===== config.mk =====
export PLATFORM = sky130hd
export DESIGN_NAME = multicycle_ctrl
export DESIGN_NICKNAME = d
export VERILOG_FILES = /design/src/rtl/multicycle_ctrl.sv
export SDC_FILE = /design/constraint.sdc
export NUM_CORES = 1
export LEC_CHECK = 0
export CAP_MARGIN = 20
export CORE_ASPECT_RATIO = 0.75
export CORE_MARGIN = 2
export CORE_UTILIZATION = 32
export DETAILED_ROUTE_END_ITERATION = 16
export GPL_TIMING_DRIVEN = 0
export MAX_ROUTING_LAYER = met4
export PLACE_DENSITY_LB_ADDON = 0.12
export SYNTH_ARGS = -nofsm -noshare
export SYNTH_HDL_FRONTEND = slang
export SYNTH_SLANG_ARGS = --single-unit

===== constraint.sdc =====
create_clock -name clk -period 2 [get_ports clk]
set_input_delay 0.3 -clock clk [delete_from_list [all_inputs] [get_ports clk]]
set_output_delay 0.3 -clock clk [all_outputs]
set_load 0.01 [all_outputs]

===== src/rtl/multicycle_ctrl.sv =====
// Main control FSM for the multicycle RV32I datapath: sequences lw/sw/R/I/beq/jal
// through fetch/decode/execute/memory/writeback and drives every datapath control.
module multicycle_ctrl #(
    parameter int ALU_CW = 3
) (
    input  logic              clk,
    input  logic              reset,
    input  logic [6:0]        op,
    input  logic [2:0]        funct3,
    input  logic              funct7b5,
    input  logic              zero,
    output logic              pc_write,
    output logic              adr_src,
    output logic              mem_write,
    output logic              ir_write,
    output logic [1:0]        result_src,
    output logic [1:0]        alu_src_a,
    output logic [1:0]        alu_src_b,
    output logic [1:0]        imm_src,
    output logic              reg_write,
    output logic [ALU_CW-1:0] alu_cntrl,
    output logic              illegal,
    output logic [3:0]        state_o
);

    typedef enum logic [3:0] {
        FETCH    = 4'd0,
        DECODE   = 4'd1,
        MEMADR   = 4'd2,
        MEMREAD  = 4'd3,
        MEMWB    = 4'd4,
        MEMWRITE = 4'd5,
        EXECR    = 4'd6,
        EXECI    = 4'd7,
        ALUWB    = 4'd8,
        BEQ      = 4'd9,
        JAL      = 4'd10
    } state_t;

    typedef enum logic [1:0] {
        OP_ADD   = 2'b00,
        OP_SUB   = 2'b01,
        OP_FUNCT = 2'b10
    } alu_op_t;

    localparam logic [6:0] OPC_LW  = 7'b0000011;
    localparam logic [6:0] OPC_SW  = 7'b0100011;
    localparam logic [6:0] OPC_R   = 7'b0110011;
    localparam logic [6:0] OPC_I   = 7'b0010011;
    localparam logic [6:0] OPC_BEQ = 7'b1100011;
    localparam logic [6:0] OPC_JAL = 7'b1101111;

    localparam logic [ALU_CW-1:0] ALU_ADD = 3'b000;
    localparam logic [ALU_CW-1:0] ALU_SUB = 3'b001;
    localparam logic [ALU_CW-1:0] ALU_AND = 3'b100;
    localparam logic [ALU_CW-1:0] ALU_OR  = 3'b110;

    state_t  state, state_next;
    alu_op_t alu_op;
    logic    pc_update, branch, illegal_dec;
    logic    ir_write_raw, mem_write_raw, reg_write_raw;

    always_ff @(posedge clk) begin
        if (reset) state <= FETCH;
        else       state <= state_next;
    end

    always_comb begin
        state_next    = FETCH;
        alu_op        = OP_ADD;
        alu_src_a     = 2'b00;
        alu_src_b     = 2'b00;
        result_src    = 2'b00;
        adr_src       = 1'b0;
        ir_write_raw  = 1'b0;
        mem_write_raw = 1'b0;
        reg_write_raw = 1'b0;
        pc_update     = 1'b0;
        branch        = 1'b0;
        illegal_dec   = 1'b0;
        case (state)
            FETCH: begin
                state_next   = DECODE;
                ir_write_raw = 1'b1;
                alu_src_b    = 2'b10;
                result_src   = 2'b10;
                pc_update    = 1'b1;
            end
            DECODE: begin
                alu_src_a = 2'b01;
                alu_src_b = 2'b01;
                case (op)
                    OPC_LW, OPC_SW: state_next = MEMADR;
                    OPC_R:          state_next = EXECR;
                    OPC_I:          state_next = EXECI;
                    OPC_BEQ:        state_next = BEQ;
                    OPC_JAL:        state_next = JAL;
                    default:        illegal_dec = 1'b1;
                endcase
            end
            MEMADR: begin
                state_next = (op == OPC_LW) ? MEMREAD : MEMWRITE;
                alu_src_a  = 2'b10;
                alu_src_b  = 2'b01;
            end
            MEMREAD: begin
                state_next = MEMWB;
                adr_src    = 1'b1;
            end
            MEMWB: begin
                result_src    = 2'b01;
                reg_write_raw = 1'b1;
            end
            MEMWRITE: begin
                adr_src       = 1'b1;
                mem_write_raw = 1'b1;
            end
            EXECR: begin
                state_next = ALUWB;
                alu_src_a  = 2'b10;
                alu_op     = OP_FUNCT;
            end
            EXECI: begin
                state_next = ALUWB;
                alu_src_a  = 2'b10;
                alu_src_b  = 2'b01;
                alu_op     = OP_FUNCT;
            end
            ALUWB: begin
                reg_write_raw = 1'b1;
            end
            BEQ: begin
                alu_src_a = 2'b10;
                alu_op    = OP_SUB;
                branch    = 1'b1;
            end
            JAL: begin
                state_next = ALUWB;
                alu_src_a  = 2'b01;
                alu_src_b  = 2'b10;
                pc_update  = 1'b1;
            end
            default: state_next = FETCH;
        endcase
    end

    // Enables are gated by the live reset input so nothing commits while reset is held.
    assign pc_write  = ~reset & (pc_update | (branch & zero));
    assign ir_write  = ~reset & ir_write_raw;
    assign mem_write = ~reset & mem_write_raw;
    assign reg_write = ~reset & reg_write_raw;
    assign illegal   = ~reset & illegal_dec;
    assign state_o   = state;

    always_comb begin
        alu_cntrl = ALU_ADD;
        case (alu_op)
            OP_SUB: alu_cntrl = ALU_SUB;
            OP_FUNCT: begin
                case (funct3)
                    3'b000:  alu_cntrl = (op == OPC_R && funct7b5) ? ALU_SUB : ALU_ADD;
                    3'b110:  alu_cntrl = ALU_OR;
                    3'b111:  alu_cntrl = ALU_AND;
                    default: alu_cntrl = ALU_ADD;
                endcase
            end
            default: alu_cntrl = ALU_ADD;
        endcase
    end

    always_comb begin
        case (op)
            OPC_SW:  imm_src = 2'b01;
            OPC_BEQ: imm_src = 2'b10;
            OPC_JAL: imm_src = 2'b11;
            default: imm_src = 2'b00;
        endcase
    end

endmodule


=== Word-level counts from Yosys, hierarchy flattened ===
Cells that the tools add are included.
Widths: inputs -> output; s select.

* Flip-flop bits (word level): 4
* Input bits: 14
* Word-level logic and storage cells: 61

* Eq/ne operators: 20
* Muxes and demuxes: 19
* Bitwise gates (word level): 8
* Reduce and logical (&&, ||, !) cells: 13

{| class="wikitable"
|+ Operator list
! operator !! number
|-
| $pmux 4 s5 || 2
|-
| $eq 4x3->1 const B || 4
|-
| $pmux 2 s2 || 4
|-
| $eq 7x6->1 const B || 2
|-
| $eq 7x7->1 const B || 2
|-
| $eq 4x4->1 const B || 3
|-
| $reduce_or 2->1 || 6
|-
| $mux 1 || 9
|-
| $pmux 3 s3 || 1
|-
| $eq 4x2->1 const B || 2
|-
| $eq 7x2->1 const B || 1
|-
| $eq 7x5->1 const B || 1
|-
| $and 1x1->1 || 6
|-
| $eq 3x3->1 const B || 2
|-
| $pmux 2 s3 || 1
|-
| $pmux 3 s2 || 1
|-
| $reduce_or 3->1 || 2
|-
| $reduce_or 6->1 || 1
|-
| $eq 4x1->1 const B || 1
|-
| $logic_not 4->1 || 1
|-
| $reduce_or 4->1 || 1
|-
| $logic_not 3->1 || 1
|-
| $mux 3 || 1
|-
| $eq 2x1->1 const B || 1
|-
| other kinds (4) || 4
|}

=== Logic depth before layout (Yosys ltp) ===
Gate-level depths: netlist of the first run.

* Depth after elaboration: 5
* Gate-level depth with buffers: 8
* Gate-level depth less buffers: 7

=== Worst setup path after synthesis of the first run ===
No wires, ideal clock.

* Path type: register -> output
* Start point: register state[2], in the netlist state_o[2]
* End point: output alu_cntrl[0]
* Data arrival time: 2065 ps
* Required time: 1700 ps
* Slack: -365 ps
* Cell stages (with the launch flop): 9
* Path buffers: 1
* Cell sequence: dfxtp_1 buf_1 inv_1 or2_1 inv_1 ha_1 nand2b_1 or4_1 a21oi_1

* Cells in the longest elaborated chain, start to end: 5
* Elaborated cells between the ends (all ways): 8
* Those cells by class: 5 x eq/ne; 2 x mux; 1 x reduce/logical

{| class="wikitable"
|+ Ends and longest elaborated chain
! what !! line !! source
|-
| from (decl) || 58 || <nowiki>state_t state, state_next;</nowiki>
|-
| from (signal assigned) || 65 || <nowiki>else state <= state_next;</nowiki>
|-
| $eq 4x3->1 || 81 || <nowiki>case (state)</nowiki>
|-
| $reduce_or 2->1 (no source line) || n/a ||
|-
| $pmux 2 s2 * || 81 ||
|-
| $eq 2x2->1 or $eq 2x1->1 (tied branches) || 157 || <nowiki>case (alu_op)</nowiki>
|-
| $pmux 3 s2 * || 157 ||
|-
| to (decl) || 21 || <nowiki>output logic [ALU_CW-1:0] alu_cntrl,</nowiki>
|}

Mark *: on every way between the ends. The rest lies on a longest branch, timed or not.

=== Final worst setup path of the first run ===
* Start point: register state[3], in the netlist state_o[3]
* End point: output alu_cntrl[0]

Same word-level chain as after synthesis.

==> impl_metrics.xml, run 1 <==
<?xml version="1.0" encoding="UTF-8"?>
<metrics>
  <group name="power_and_ir_drop">
    <metric name="powerDensity" unit="mW/mm^2">270</metric>
    <metric name="power_frac_seq" unit="%">28.4</metric>
    <metric name="switchingPower" unit="mW">0.0894</metric>
    <metric name="p_int" unit="mW">0.205</metric>
    <metric name="static-leakage-power" unit="nW">0.530</metric>
    <metric name="clkPwrFrac" unit="%">35.6</metric>
    <metric name="comb_power_share" unit="%">36.0</metric>
    <metric name="swShare" unit="%">30.3</metric>
    <metric name="maximum_resistive_drop_on_vdd" unit="V">0.000140</metric>
  </group>
  <group name="critical_path">
    <metric name="cp_num_buf_inv" unit="">2</metric>
    <metric name="crit_path_max_incr_delay" unit="ps">520</metric>
    <metric name="path_delay_family" unit="">simple AND/OR/NAND/NOR gates</metric>
    <metric name="cp.required" unit="ps">1700</metric>
    <metric name="cp_cell_sequence" unit="">nand2b_4, or2_1, inv_1, ha_2, nand2b_1, or4_4, a21oi_2, buf_2</metric>
    <metric name="setup.worst_path.class" unit="">flop to output port</metric>
    <metric name="crit_path_max_fanout" unit="">4</metric>
    <metric name="worstPathArrival" unit="ps">2010</metric>
    <metric name="highest_delay_cell_along_the_critical_path" unit="">sky130_fd_sc_hd__or4_4</metric>
    <metric name="worst_setup_path_end_kind" unit="">output port</metric>
    <metric name="critPathLaunchType" unit="">flop</metric>
  </group>
  <group name="place">
    <metric name="gp_routability_congestion" unit="">0.798</metric>
    <metric name="dpl_cell_area" unit="sq um">961</metric>
    <metric name="dpl_worst_slack" unit="ps">-715</metric>
    <metric name="post-dp-hpwl" unit="um">1420</metric>
    <metric name="placed_cells_incl_taps" unit="">138</metric>
    <metric name="port_buffers" unit="">34</metric>
  </group>
  <group name="flow_run">
    <metric name="timing.max_cap.violations" unit="">0</metric>
  </group>
  <group name="global_route">
    <metric name="grt_pass1_wl" unit="um">2970</metric>
    <metric name="grt_remaining_overflow" unit="">0</metric>
    <metric name="grt_start_max_net_pins" unit="">12</metric>
    <metric name="global_route.usage.total" unit="%">19.9</metric>
    <metric name="grt_antenna_before_repair" unit="">0</metric>
    <metric name="via_count_of_the_first_global_routing_pass" unit="">696</metric>
  </group>
  <group name="cells_and_area">
    <metric name="antenna_cells_inserted" unit="">0</metric>
    <metric name="number_of_nets_in_the_final_layout" unit="">143</metric>
    <metric name="end_of_flow_core_utilization" unit="%">63.9</metric>
    <metric name="post_route_cells_drive_above_1_share" unit="%">30.4</metric>
    <metric name="fill_cells" unit="">167</metric>
    <metric name="postLayoutCellArea" unit="sq mm">0.00109</metric>
    <metric name="instances_no_fill" unit="">147</metric>
    <metric name="area.growth.synth_to_final" unit="%">91.2</metric>
    <metric name="largest_register_ffs" unit="">4</metric>
  </group>
  <group name="clock_tree">
    <metric name="cts-root-to-sink-buffers" unit="">2</metric>
    <metric name="clock_tree.root_cell" unit="">sky130_fd_sc_hd__clkbuf_4</metric>
    <metric name="htree_num_levels" unit="">1</metric>
    <metric name="cts_tree" unit="">yes</metric>
    <metric name="tritoncts.num_buffers" unit="">3</metric>
    <metric name="worst_skew_pair.late_latency" unit="ps">250</metric>
    <metric name="cts_num_sinks" unit="">4</metric>
    <metric name="clk_pin_slew" unit="ps">30</metric>
  </group>
  <group name="status">
    <metric name="outcome" unit="">finished with violations</metric>
    <metric name="failed_checks" unit="">setup timing</metric>
  </group>
  <group name="detailed_routing">
    <metric name="drtIter0Drc" unit="">24</metric>
    <metric name="drt-pass1-iter-count" unit="">4</metric>
    <metric name="top_layer_used" unit="">met4</metric>
    <metric name="met2_wire_length" unit="um">957</metric>
    <metric name="via_count" unit="">803</metric>
    <metric name="met3_wirelength" unit="um">145</metric>
    <metric name="drc_errors" unit="">0</metric>
    <metric name="postRouteWirelength" unit="um">2030</metric>
    <metric name="route.detailed.vias_per_inst" unit="">5.46</metric>
    <metric name="avgRoutedWirePerCell" unit="um">13.8</metric>
    <metric name="drt.antenna.violating_nets" unit="">0</metric>
    <metric name="detail_route.wirelength.met1" unit="um">908</metric>
  </group>
  <group name="floorplanning">
    <metric name="initial_cell_density_of_the_core" unit="%">33.4</metric>
    <metric name="design.die.area" unit="sq mm">0.00214</metric>
    <metric name="floorplan.core_area" unit="sq mm">0.00171</metric>
    <metric name="io_pins" unit="">35</metric>
    <metric name="fp.dieH" unit="um">40.6</metric>
    <metric name="row_cnt" unit="">13</metric>
    <metric name="dieWidth" unit="um">52.8</metric>
  </group>
  <group name="synthesis">
    <metric name="ys_warn_count" unit="">0</metric>
    <metric name="postSynthRegisterBits" unit="">4</metric>
    <metric name="syn-cell-area" unit="sq um">571</metric>
    <metric name="yosysUniqueCellTypes" unit="">36</metric>
    <metric name="synth_top_cells_by_area" unit="">sky130_fd_sc_hd__dfxtp_1 (14%), sky130_fd_sc_hd__nor3b_1 (6.6%), sky130_fd_sc_hd__a21oi_1 (5.3%)</metric>
    <metric name="synth-edff-count" unit="">0</metric>
    <metric name="post_synth.cell_area_avg" unit="sq um">6.96</metric>
    <metric name="synth_largest_type_area_fraction" unit="%">14.0</metric>
    <metric name="synth_top_flop_cell" unit="">sky130_fd_sc_hd__dfxtp_1</metric>
    <metric name="postSynth.asyncResetShare" unit="%">0</metric>
    <metric name="synth.largest_area_cell" unit="">sky130_fd_sc_hd__dfxtp_1</metric>
    <metric name="synth-seq-area-share" unit="%">14.0</metric>
    <metric name="synthesis.nets" unit="">98</metric>
    <metric name="post_synthesis_cells" unit="">82</metric>
  </group>
  <group name="timing">
    <metric name="rsz0062_at_grt" unit="">true</metric>
    <metric name="slew_viol_final" unit="">0</metric>
    <metric name="layout_min_cycle_time" unit="ps">2310</metric>
    <metric name="max_clock_freq" unit="MHz">434</metric>
    <metric name="hold_viol" unit="">0</metric>
    <metric name="timing.clock.skew" unit="ps">4.40</metric>
    <metric name="worst_pin_slew" unit="ps">272</metric>
    <metric name="hold_slack_final" unit="ps">467</metric>
    <metric name="fin_crit_sh" unit="%">115</metric>
    <metric name="final_worst_setup_slack" unit="ps">-306</metric>
    <metric name="relSlewSlack" unit="%">81.6</metric>
    <metric name="final-setup-viol-count" unit="">1</metric>
  </group>
  <group name="hold_path">
    <metric name="hp-class" unit="">input pin to flop</metric>
  </group>
</metrics>
-- layer usage --
metal  vias up  global-route usage [%]
met3         2                    3.36
li1        388                       -
met5         -                       -
met1       382                    25.7
met4         0                    5.77
met2        31                    32.2
-- path summary, 6_finish.rpt --
kind                            slack, ps        from           end  cells after the start
worst max-delay path                 -310  state_o[3]  alu_cntrl[0]                      8
worst min-delay path                  470       op[1]    state_o[0]                      3
worst max register to register        770  state_o[1]    state_o[0]                      4
worst min register to register        720  state_o[3]    state_o[0]                      3
-- what timing repair did --
item,4_1_cts,5_1_grt
pin swaps,4,4
resized for setup,43,12
hold endpoints to repair,0,0
setup endpoints to repair,17,7
hold buffers,0,0
buffers inserted,9,2
-- area by class of cell --
cell class,instances,area [sq um],area share [%]
Buffer,2,12.5,1.15
Inverter,4,15.0,1.38
Timing Repair Buffer,45,418,38.3
Sequential cell,4,92.6,8.49
Clock buffer,3,22.5,2.06
Multi-Input combinational cell,67,503,46.1
Tap cell,22,27.5,2.52
-- cell usage in the layout, fill, tap and decap left out, types with 2 or more instances in the layout --
cell type,count
sky130_fd_sc_hd__nor2b_1,2
sky130_fd_sc_hd__nor4_1,4
sky130_fd_sc_hd__o21ai_0,2
sky130_fd_sc_hd__nor3_1,3
sky130_fd_sc_hd__nand3_1,3
sky130_fd_sc_hd__nor4b_1,3
sky130_fd_sc_hd__nand2_1,5
sky130_fd_sc_hd__dlygate4sd2_1,14
sky130_fd_sc_hd__nor3b_1,4
sky130_fd_sc_hd__clkbuf_4,3
sky130_fd_sc_hd__a21oi_1,5
sky130_fd_sc_hd__inv_2,2
sky130_fd_sc_hd__nor2_1,5
sky130_fd_sc_hd__xnor2_1,3
sky130_fd_sc_hd__inv_1,2
sky130_fd_sc_hd__buf_2,3
sky130_fd_sc_hd__buf_4,11
sky130_fd_sc_hd__clkdlybuf4s50_1,11
sky130_fd_sc_hd__dlymetal6s2s_1,6
sky130_fd_sc_hd__dfxtp_4,3
-- Yosys cell counts, types with 2 or more instances --
cell	count
sky130_fd_sc_hd__a21oi_1	6
sky130_fd_sc_hd__clkbuf_1	5
sky130_fd_sc_hd__dfxtp_1	4
sky130_fd_sc_hd__ha_1	2
sky130_fd_sc_hd__inv_1	4
sky130_fd_sc_hd__nand2_1	5
sky130_fd_sc_hd__nand2b_1	2
sky130_fd_sc_hd__nand3_1	4
sky130_fd_sc_hd__nor2_1	6
sky130_fd_sc_hd__nor2b_1	3
sky130_fd_sc_hd__nor3_1	4
sky130_fd_sc_hd__nor3b_1	5
sky130_fd_sc_hd__nor4_1	4
sky130_fd_sc_hd__nor4b_1	3
sky130_fd_sc_hd__o21ai_0	2
sky130_fd_sc_hd__xnor2_1	3
-- stage by stage --
stage | power (mW) | TNS (ps)
6_report | 0.295 | -306
5_1_grt | 0.307 | -448
4_1_cts | 0.298 | -611
3_5_place_dp | 0.196 | -3570
3_3_place_gp | 0.195 | -3330
2_1_floorplan | 0.129 | -69.0
-- tightest hold or removal path, stage by stage --
cell and delay [ps]:
sky130_fd_sc_hd__dlymetal6s2s_1 160, sky130_fd_sc_hd__o2111ai_1 120, sky130_fd_sc_hd__a21oi_1 80
-- cells by family after synthesis --
logic type / share of synthesized area, %
adder cells (fa/ha/maj): 4.39
buffers and inverters: 7.45
AO/OA/AOI/OAI: 15.8
AND/OR/NAND/NOR: 52.2
XOR/XNOR: 6.14
flip-flops: 14.0
-- power groups by stage --
stage / Sequential (mW) / Clock [mW] / Combinational [mW]
after floorplan: 0.0850 / 0 / 0.0437
after global placement: 0.0842 / 0 / 0.110
after detailed placement: 0.0843 / 0 / 0.112
after CTS: 0.0859 / 0.105 / 0.106
after global routing: 0.0840 / 0.109 / 0.114
final: 0.0837 / 0.105 / 0.106
(Power assumes the default switching activity.)
==> run 2, diff against run 1 <==
Settings changed: CAP_MARGIN 20 to 25, SLEW_MARGIN set to 20.
==> results of run 2 <==
The final DEF is identical to that of run 1; final timing and power are the same.
